===== config.mk =====
export PLATFORM = sky130hd
export DESIGN_NAME = stat_accum_flat
export DESIGN_NICKNAME = d
export VERILOG_FILES = /design/src/rtl/stat_pkg.sv /design/src/rtl/stat_accum_if.sv /design/src/rtl/stat_mac.sv /design/src/rtl/stat_accum.sv /design/src/flat_wrapper.sv
export SDC_FILE = /design/constraint.sdc
export NUM_CORES = 1
export LEC_CHECK = 0
export ABC_AREA = 1
export ABC_CLOCK_PERIOD_IN_PS = 7400
export BUFFER_PORTS_ARGS = -buffer_cell sky130_fd_sc_hd__buf_2
export CAP_MARGIN = 15
export CORE_ASPECT_RATIO = 1.1
export CORE_MARGIN = 8
export CORE_UTILIZATION = 50
export DETAILED_ROUTE_END_ITERATION = 6
export PLACE_DENSITY = 0.75
export SLEW_MARGIN = 30
export SYNTH_ARGS = -nofsm -noshare
export SYNTH_HDL_FRONTEND = slang
export SYNTH_SLANG_ARGS = --single-unit
export TNS_END_PERCENT = 20

===== constraint.sdc =====
create_clock -name clk -period 7.4 [get_ports clk]
set_input_delay 2.22 -clock clk [delete_from_list [all_inputs] [get_ports clk]]
set_output_delay 2.22 -clock clk [all_outputs]
set_load 0.005 [all_outputs]

===== src/rtl/stat_pkg.sv =====
// Shared types, widths and the saturating adder for the sufficient-statistic accumulator.
package stat_pkg;

  typedef enum logic [1:0] {
    ST_IDLE,
    ST_ACCUM,
    ST_DRAIN,
    ST_DONE
  } state_t;

  localparam int N_W  = 16;  // sample count width
  localparam int S1_W = 16;  // first-order sums
  localparam int S2_W = 32;  // second-order sums

  // Adds with a ceiling of max; o_sat flags that the true sum exceeded it.
  function automatic logic [S2_W-1:0] sat_add(input  logic [S2_W-1:0] a,
                                               input  logic [S2_W-1:0] b,
                                               input  logic [S2_W-1:0] max,
                                               output logic            o_sat);
    logic [S2_W:0] sum;
    sum   = {1'b0, a} + {1'b0, b};
    o_sat = (sum > {1'b0, max});
    return o_sat ? max : sum[S2_W-1:0];
  endfunction

endpackage


===== src/rtl/stat_accum_if.sv =====
// Sample stream in, statistics out. The master side feeds samples and consumes
// statistics; stat_accum sits on the slave side.
interface stat_accum_if #(parameter int DW = 8);
  logic                         s_valid;
  logic                         s_ready;
  logic [DW-1:0]                s_x;
  logic [DW-1:0]                s_y;
  logic                         stat_valid;
  logic                         stat_ready;
  logic [stat_pkg::N_W-1:0]     n;
  logic [stat_pkg::S1_W-1:0]    sig_x;
  logic [stat_pkg::S1_W-1:0]    sig_y;
  logic [stat_pkg::S2_W-1:0]    sig_xy;
  logic [stat_pkg::S2_W-1:0]    sig_x2;
  logic [stat_pkg::S2_W-1:0]    sig_y2;
  logic                         ovf;

  modport master (
    output s_valid, s_x, s_y, stat_ready,
    input  s_ready, stat_valid, n, sig_x, sig_y, sig_xy, sig_x2, sig_y2, ovf
  );

  modport slave (
    input  s_valid, s_x, s_y, stat_ready,
    output s_ready, stat_valid, n, sig_x, sig_y, sig_xy, sig_x2, sig_y2, ovf
  );
endinterface


===== src/rtl/stat_mac.sv =====
// Stage 1: registers an accepted sample together with its three products.
module stat_mac #(
  parameter int DW = 8
) (
  input  logic            clk,
  input  logic            rst_n,
  input  logic            i_en,
  input  logic [DW-1:0]   i_x,
  input  logic [DW-1:0]   i_y,
  output logic            o_valid,
  output logic [DW-1:0]   o_x,
  output logic [DW-1:0]   o_y,
  output logic [2*DW-1:0] o_xx,
  output logic [2*DW-1:0] o_yy,
  output logic [2*DW-1:0] o_xy
);

  logic            r_valid;
  logic [DW-1:0]   r_x, r_y;
  logic [2*DW-1:0] r_xx, r_yy, r_xy;

  always_ff @(posedge clk or negedge rst_n) begin
    if (!rst_n) r_valid <= 1'b0;
    else        r_valid <= i_en;
  end

  // NOTE: data registers carry no reset; r_valid alone decides whether they are consumed.
  always_ff @(posedge clk) begin
    if (i_en) begin
      r_x  <= i_x;
      r_y  <= i_y;
      r_xx <= (2*DW)'(i_x) * (2*DW)'(i_x);
      r_yy <= (2*DW)'(i_y) * (2*DW)'(i_y);
      r_xy <= (2*DW)'(i_x) * (2*DW)'(i_y);
    end
  end

  assign o_valid = r_valid;
  assign o_x     = r_x;
  assign o_y     = r_y;
  assign o_xx    = r_xx;
  assign o_yy    = r_yy;
  assign o_xy    = r_xy;

endmodule


===== src/rtl/stat_accum.sv =====
// Window controller and stage-2 saturating accumulators for n, Σx, Σy, Σxy, Σx², Σy².
module stat_accum
  import stat_pkg::*;
#(
  parameter int DW = 8
) (
  input  logic             clk,
  input  logic             rst_n,
  input  logic             start,
  input  logic [N_W-1:0]   win_len,
  output logic             busy,
  stat_accum_if.slave      bus
);

  localparam logic [S2_W-1:0] MAX_S1 = S2_W'({S1_W{1'b1}});
  localparam logic [S2_W-1:0] MAX_S2 = '1;

  state_t           r_state, w_next;
  logic [N_W-1:0]   r_len, r_cnt;
  logic             w_start_acc, w_accept, w_last;
  logic             w_m_valid;
  logic [DW-1:0]    w_m_x, w_m_y;
  logic [2*DW-1:0]  w_m_xx, w_m_yy, w_m_xy;
  logic [S1_W-1:0]  r_sx, r_sy, w_sx, w_sy;
  logic [S2_W-1:0]  r_sxy, r_sxx, r_syy, w_sxy, w_sxx, w_syy;
  logic             r_ovf;
  logic [4:0]       w_sat;

  assign w_start_acc = start && (r_state == ST_IDLE);
  assign bus.s_ready = (r_state == ST_ACCUM) && (r_cnt < r_len);
  assign w_accept    = bus.s_valid && bus.s_ready;
  assign w_last      = w_accept && (r_cnt == r_len - N_W'(1));

  stat_mac #(.DW(DW)) u_mac (
    .clk     (clk),
    .rst_n   (rst_n),
    .i_en    (w_accept),
    .i_x     (bus.s_x),
    .i_y     (bus.s_y),
    .o_valid (w_m_valid),
    .o_x     (w_m_x),
    .o_y     (w_m_y),
    .o_xx    (w_m_xx),
    .o_yy    (w_m_yy),
    .o_xy    (w_m_xy)
  );

  // NOTE: clocked state uses non-blocking assignments so every register samples pre-edge values.
  always_ff @(posedge clk or negedge rst_n) begin
    if (!rst_n) r_state <= ST_IDLE;
    else        r_state <= w_next;
  end

  // NOTE: w_next takes its default before the case so no path can infer a latch.
  always_comb begin
    w_next = r_state;
    case (r_state)
      ST_IDLE:  if (start) w_next = (win_len == '0) ? ST_DONE : ST_ACCUM;
      ST_ACCUM: if (w_last) w_next = ST_DRAIN;
      ST_DRAIN: w_next = ST_DONE;
      ST_DONE:  if (bus.stat_ready) w_next = ST_IDLE;
      default:  w_next = ST_IDLE;
    endcase
  end

  always_ff @(posedge clk or negedge rst_n) begin
    if (!rst_n) begin
      r_len <= '0;
      r_cnt <= '0;
    end else if (w_start_acc) begin
      r_len <= win_len;
      r_cnt <= '0;
    end else if (w_accept) begin
      r_cnt <= r_cnt + N_W'(1);
    end
  end

  always_comb begin
    w_sat = '0;
    w_sx  = S1_W'(sat_add(S2_W'(r_sx), S2_W'(w_m_x), MAX_S1, w_sat[0]));
    w_sy  = S1_W'(sat_add(S2_W'(r_sy), S2_W'(w_m_y), MAX_S1, w_sat[1]));
    w_sxy = sat_add(r_sxy, S2_W'(w_m_xy), MAX_S2, w_sat[2]);
    w_sxx = sat_add(r_sxx, S2_W'(w_m_xx), MAX_S2, w_sat[3]);
    w_syy = sat_add(r_syy, S2_W'(w_m_yy), MAX_S2, w_sat[4]);
  end

  // Sums clear only on an accepted start, so results hold through DONE and IDLE.
  always_ff @(posedge clk or negedge rst_n) begin
    if (!rst_n) begin
      r_sx <= '0; r_sy <= '0; r_sxy <= '0; r_sxx <= '0; r_syy <= '0;
      r_ovf <= 1'b0;
    end else if (w_start_acc) begin
      r_sx <= '0; r_sy <= '0; r_sxy <= '0; r_sxx <= '0; r_syy <= '0;
      r_ovf <= 1'b0;
    end else if (w_m_valid) begin
      r_sx  <= w_sx;
      r_sy  <= w_sy;
      r_sxy <= w_sxy;
      r_sxx <= w_sxx;
      r_syy <= w_syy;
      r_ovf <= r_ovf | (|w_sat);
    end
  end

  assign bus.stat_valid = (r_state == ST_DONE);
  assign busy           = (r_state != ST_IDLE);
  assign bus.n          = r_cnt;
  assign bus.sig_x      = r_sx;
  assign bus.sig_y      = r_sy;
  assign bus.sig_xy     = r_sxy;
  assign bus.sig_x2     = r_sxx;
  assign bus.sig_y2     = r_syy;
  assign bus.ovf        = r_ovf;

endmodule


===== src/flat_wrapper.sv =====
// flat-port wrapper written by rule: the top's interface ports become plain ports
module stat_accum_flat import stat_pkg::*;
#(
  parameter int DW = 8
)
  (clk, rst_n, start, win_len, busy, bus_s_valid, bus_s_x, bus_s_y, bus_stat_ready, bus_s_ready, bus_stat_valid, bus_n, bus_sig_x, bus_sig_y, bus_sig_xy, bus_sig_x2, bus_sig_y2, bus_ovf);
  stat_accum_if #(.DW(DW)) bus_i ();
  input  logic clk;
  input  logic rst_n;
  input  logic start;
  input  logic [N_W-1:0] win_len;
  output logic busy;
  input wire logic [$bits(bus_i.s_valid)-1:0] bus_s_valid;
  input wire logic [$bits(bus_i.s_x)-1:0] bus_s_x;
  input wire logic [$bits(bus_i.s_y)-1:0] bus_s_y;
  input wire logic [$bits(bus_i.stat_ready)-1:0] bus_stat_ready;
  output wire logic [$bits(bus_i.s_ready)-1:0] bus_s_ready;
  output wire logic [$bits(bus_i.stat_valid)-1:0] bus_stat_valid;
  output wire logic [$bits(bus_i.n)-1:0] bus_n;
  output wire logic [$bits(bus_i.sig_x)-1:0] bus_sig_x;
  output wire logic [$bits(bus_i.sig_y)-1:0] bus_sig_y;
  output wire logic [$bits(bus_i.sig_xy)-1:0] bus_sig_xy;
  output wire logic [$bits(bus_i.sig_x2)-1:0] bus_sig_x2;
  output wire logic [$bits(bus_i.sig_y2)-1:0] bus_sig_y2;
  output wire logic [$bits(bus_i.ovf)-1:0] bus_ovf;
  assign bus_i.s_valid = bus_s_valid;
  assign bus_i.s_x = bus_s_x;
  assign bus_i.s_y = bus_s_y;
  assign bus_i.stat_ready = bus_stat_ready;
  assign bus_s_ready = bus_i.s_ready;
  assign bus_stat_valid = bus_i.stat_valid;
  assign bus_n = bus_i.n;
  assign bus_sig_x = bus_i.sig_x;
  assign bus_sig_y = bus_i.sig_y;
  assign bus_sig_xy = bus_i.sig_xy;
  assign bus_sig_x2 = bus_i.sig_x2;
  assign bus_sig_y2 = bus_i.sig_y2;
  assign bus_ovf = bus_i.ovf;
  stat_accum #(.DW(DW)) u_core (.clk(clk), .rst_n(rst_n), .start(start), .win_len(win_len), .busy(busy), .bus(bus_i));
endmodule

Yosys cells after proc, flatten, opt, wreduce, memory -nomap -nowiden:

Index checks and enable logic that the tools add are counted.

* bits in registers: 228

* $add $sub $neg: 7
* magnitude comparators: 6
* $mul: 3
* equal/unequal tests: 7
* bitwise logic cells: 1
* muxes and demuxes: 24
* reductions and logical operators: 11

Operator list (count)
* $mux 32: 9
* $mux 16: 8
* $add 32x16->33: 3
* $gt 33x32->1 const B: 3
* $mul 8x8->16: 3
* $add 16x8->17: 2
* $gt 17x16->1 const B: 2
* $add 16x1->16 const B: 1
* $eq 16x16->1: 1
* $logic_not 16->1: 1
* $lt 16x16->1: 1
* $sub 16x1->16 const B: 1
* $mux 2: 4
* $pmux 2 s4: 1
* $reduce_bool 2->1: 3
* $reduce_or 5->1: 1
* $eq 2x2->1 const B: 2
* $logic_and 1x1->1: 4
* $ne 2x2->1 const B: 2
* $reduce_and 3->1: 1
* $eq 2x1->1 const B: 1
* $logic_not 2->1: 1
* $mux 1: 2
* $ne 2x1->1 const B: 1
* $or 1x1->1: 1

Depth between registers and ports, before layout:

* depth after elaboration: 6
* mapped depth: 21

Modules after synthesis:

A second synthesis with hierarchy kept.

* cells, all modules: 2925
* area total of the unflattened synthesis: 21174.1 um^2

Modules (own cells, without submodules)
* stat_accum: seq. area each 4078.9 um^2, instances 1, cells an instance 1890, area an instance 13112.6 um^2
* stat_mac: seq. area each 1826.8 um^2, instances 1, cells an instance 1035, area an instance 8061.5 um^2

Worst setup path after synthesis:

OpenSTA, ideal clock, no wires.

* path type: input-to-reg
* start: in bus_s_x[1]
* end: reg u_core.u_mac.r_xy[14] (netlist: u_core.u_mac.o_xy[14]), data pin
* stages on the path: 19
* arrival time: 6.241 ns
* slack: 0.901 ns
* data required time: 7.142 ns
* setup time: 0.258 ns
* cell sequence: clkbuf_1 clkbuf_1 nand2_1 fa_1 inv_1 fa_1 inv_1 fa_1 inv_1 fa_1 ha_1 nand2_1 o21ai_0 a21oi_1 o21ai_0 a21oi_1 nor2_1 nor2_1 xnor2_1

* word-level cells in the longest chain between the ends: 1

Ends and longest elaborated chain
* start, declared: line flat_wrapper.sv:14 `input wire logic [$bits(bus_i.s_x)-1:0] bus_s_x;`
* $mul 8x8->16: line stat_mac.sv:34 `r_xy <= (2*DW)'(i_x) * (2*DW)'(i_y);`
* end signal, assigned: line stat_mac.sv:34
* end, declared: line stat_mac.sv:20 `logic [2*DW-1:0] r_xx, r_yy, r_xy;`

Every way passes these cells.
A chain may end at the register's enable or synchronous reset.

Worst setup path in the final report:

* start: in bus_s_x[2]
* end: reg u_core.u_mac.r_xx[13] (netlist: u_core.u_mac.o_xx[13]), data pin

* word-level cells in the longest chain between the ends: 1

Ends and longest elaborated chain
* $mul 8x8->16: line stat_mac.sv:32 `r_xx <= (2*DW)'(i_x) * (2*DW)'(i_x);`
* end signal, assigned: line stat_mac.sv:32
* end, declared: line stat_mac.sv:20

Every way passes these cells.

==> run_results.csv <==
group,metric,value,unit
timing,fin_crit,6190,ps
routing,drtPass1Iterations,7,
timing,final_hold_viol_count,0,
routing,drc,0,
min_path,hold_path.class,"flip-flop to flip-flop",
floorplanning,initial_core_util,0.502,
timing,fmax,161,MHz
synth,post-synth-top-count-cell,"nand2_1",
clock_network,cts_htree_levels,1,
timing,fin_tns_setup,0,ps
finish,finalInstanceArea,0.0223,mm2
synth,synth_warnings,0,
synth,ys_ff_latch,224,
finish,layout.nets,3133,
power,p_leak,12.3,nW
timing,skew,20.3,ps
routing,wl,54400,um
clock_network,holdBufCountCts,0,
floorplanning,die_area,0.0467,mm2
synth,synth.area.top_cells,"dfrtp_1 (20%), nand2_1 (15%), ha_1 (11%)",
power,power_density,317,mW/mm2
floorplanning,die_width,207,um
global_routing,grt_max_degree,120,
timing,hold_slack,510,ps
synth,yosys.area.top_type,"dfrtp_1",
finish,drive_gt1_frac,0.0949,
global_routing,grt_overflow,0,
worst_setup_path,reg2reg_from,"u_core.bus.n[9]$_DFFE_PN0P_",
floorplanning,row_count,77,
worst_setup_path,endpoint_kind,"flip-flop",
synth,synth_cell_type_count,55,
clock_network,tritoncts,"built",
timing,finalSetupViolCount,0,
timing,rsz0062_at_grt,"no",
clock_network,cts.sinks,224,
synth,syn_area,0.0200,mm2
worst_setup_path,critPathArrivalTime,6470,ps
synth,synth_edf_count,60,
global_routing,grt_usage,0.230,
power,total_power,0.00706,W
worst_setup_path,worstSetupStartpointType,"input port",
timing,worst_pin_slew,811,ps
global_routing,grt_pass1_wl,88800,um
synth,synth_top_cell_area_share,0.205,
finish,num-fill-cells,3727,
routing,drt-vias-per-instance,5.40,
placement,port_buffers,184,
placement,placed_area,0.0214,mm2
worst_setup_path,worstSetupStartpoint,"bus_s_x[2]",
finish,areaGrowthSynthToFinish,11.3,%
synth,syn_area_per_cell,7.47,um2
finish,seqCellArea,0.00591,mm2
routing,ant_nets,0,
timing,period_share,0.837,
clock_network,insertion_delay,550,ps
clock_network,cts_resized,0,
routing,drt-wirelength-per-cell,16.2,um
placement,routabilityCongestion,0.954,
global_routing,antenna_found_initial,4,
worst_setup_path,cp.required,7680,ps
worst_setup_path,crit_fanout,17,
clock_network,clock_tree.buffer_depth,3,
timing,maxSlewHeadroom,0.458,
run_status,status,"completed",
routing,dr.first_iter.drc_count,1173,
floorplanning,io_pins,185,
placement,dp_hpwl,41400,um
routing,vias,18200,
global_routing,grt_pass1_vias,18000,
power,ir_drop,0.187,mV
synth,synth_nets,2988,
flow_run,drv_cap,0,
floorplanning,die_h,226,um
synth,synth_ff_type,"dfrtp_1",
synth,synth_common_cells,"nand2_1 (778), inv_1 (424), ha_1 (183), dfrtp_1 (164), o21ai_0 (148)",
finish,multiInputGateArea,0.0122,mm2
min_path,worstHoldStart,"u_core.bus.sig_y[3]$_DFFE_PN0P_",
clock_network,clk_pin_slew_worst_paths,60,ps
synth,synthArstFlopShare,0.732,
clock_network,cts_buffers,26,
floorplanning,coreArea,0.0399,mm2
synth,yosysSeqAreaShare,0.295,
timing,maxSlewViolCount,0,
synth,syn_inst,2679,
clock_network,clockRootBuffer,"clkbuf_16",
worst_setup_path,crit_type,"input port to flip-flop",
clock_network,cts_setup_buffers,0,
## worst paths after layout
path / to / slack [ps] / depth (start not counted)
setup / recovery: u_core.u_mac.o_xx[13]$_DFFE_PP_ / 1210 / 17
hold / removal: u_core.bus.sig_y[3]$_DFFE_PN0P_ / 510 / 1
setup reg to reg: u_core.u_mac.o_x[6]$_DFFE_PP_ / 3750 / 7
hold reg to reg: u_core.bus.sig_y[3]$_DFFE_PN0P_ / 510 / 1
max in group asynchronous: u_core.bus.sig_x[4]$_DFFE_PN0P_ / 4720 / 2
min in group asynchronous: u_core.r_len[3]$_DFFE_PN0P_ / 1600 / 1
## where the power goes
part           total (W)  switching (W)  internal [W]
registers        0.00195       0.000290       0.00166
logic            0.00374        0.00235       0.00139
clock network    0.00137       0.000536      0.000835
total            0.00706        0.00318       0.00389
## critical path, cell delays in order
cell     delay [ps]
buf_2           320
nand2_1         170
inv_1           110
fa_1            460
fa_1            540
inv_1            50
fa_1            520
inv_1            60
fa_1            480
ha_1            380
nand2_1         120
o21ai_0         170
a21oi_1          80
o21ai_0         320
a21oi_1         100
o21ai_0         240
xor2_1          110
## layout by cell type (no fill, tap or decap), drive strengths merged, types with 6 or more instances in the layout
master / Yosys / final
nand2: 784 / 784
inv: 428 / 428
buf: 12 / 191
ha: 183 / 183
dfrtp: 164 / 164
o21ai: 160 / 160
a21oi: 149 / 149
nor2: 146 / 146
nand3: 141 / 141
fa: 89 / 89
xor2: 81 / 81
edfxtp: 60 / 60
xnor2: 43 / 43
nor3: 43 / 43
clkbuf: 62 / 35
nand4: 24 / 24
a21o: 23 / 23
nor4: 16 / 16
clkinv: 1 / 11
nand3b: 9 / 9
o21bai: 9 / 9
or2: 8 / 8
o31ai: 6 / 6
## kinds of logic after synthesis
group / after synthesis / share of synthesized area
and+or+nand+nor: 1179 / 0.245
buffers and inverters: 503 / 0.0965
AOI/OAI and AO/OA: 373 / 0.103
adders and majority gates: 272 / 0.203
DFF: 224 / 0.295
xor gates and xnor gates: 125 / 0.0554
muxes: 3 / 0.00162
## state kept, by name, summed over array words and instances (netlist names)
register and count:
u_core.r_state 2, u_core.bus.n 16, u_core.bus.sig_x2 32, u_core.r_len 16, u_core.bus.sig_x 16, u_core.u_mac.o_y 8
u_core.bus.sig_y 16, u_core.bus.ovf 1, u_core.bus.sig_y2 32, u_core.u_mac.o_x 8, u_core.u_mac.o_xx 14, u_core.u_mac.o_valid 1
u_core.u_mac.o_yy 14, u_core.u_mac.o_xy 16, u_core.bus.sig_xy 32
## stage by stage
step / utilization / setup WS [ps] / cells
5_1_grt: 0.559 / 968 / 3361
3_5_place_dp: 0.535 / 787 / 3309
2_1_floorplan: - / 901 / 2679
3_3_place_gp: 0.535 / 834 / 3309
4_1_cts: 0.558 / 1320 / 3357
6_report: 0.559 / 1210 / 3361
## cell type report
type | instances | area share
multi-input combinational | 1952 | 0.547
sequential | 224 | 0.265
inverter | 429 | 0.0723
timing repair buffer | 191 | 0.0451
clock buffer | 35 | 0.0349
tap | 513 | 0.0288
clock inverter | 13 | 0.00601
antenna | 4 | 0.000449
## routing by layer
metal | GRT usage | up-vias | part of all wire | routed length, um
li1 | - | 8862 | - | -
met4 | 0.0865 | 0 | 0.031 | 1670
met5 | 0 | - | 0 | 0
met2 | 0.389 | 564 | 0.47 | 25400
met1 | 0.300 | 8618 | 0.44 | 24200
met3 | 0.0271 | 112 | 0.057 | 3120
(Power assumes the default switching activity.)
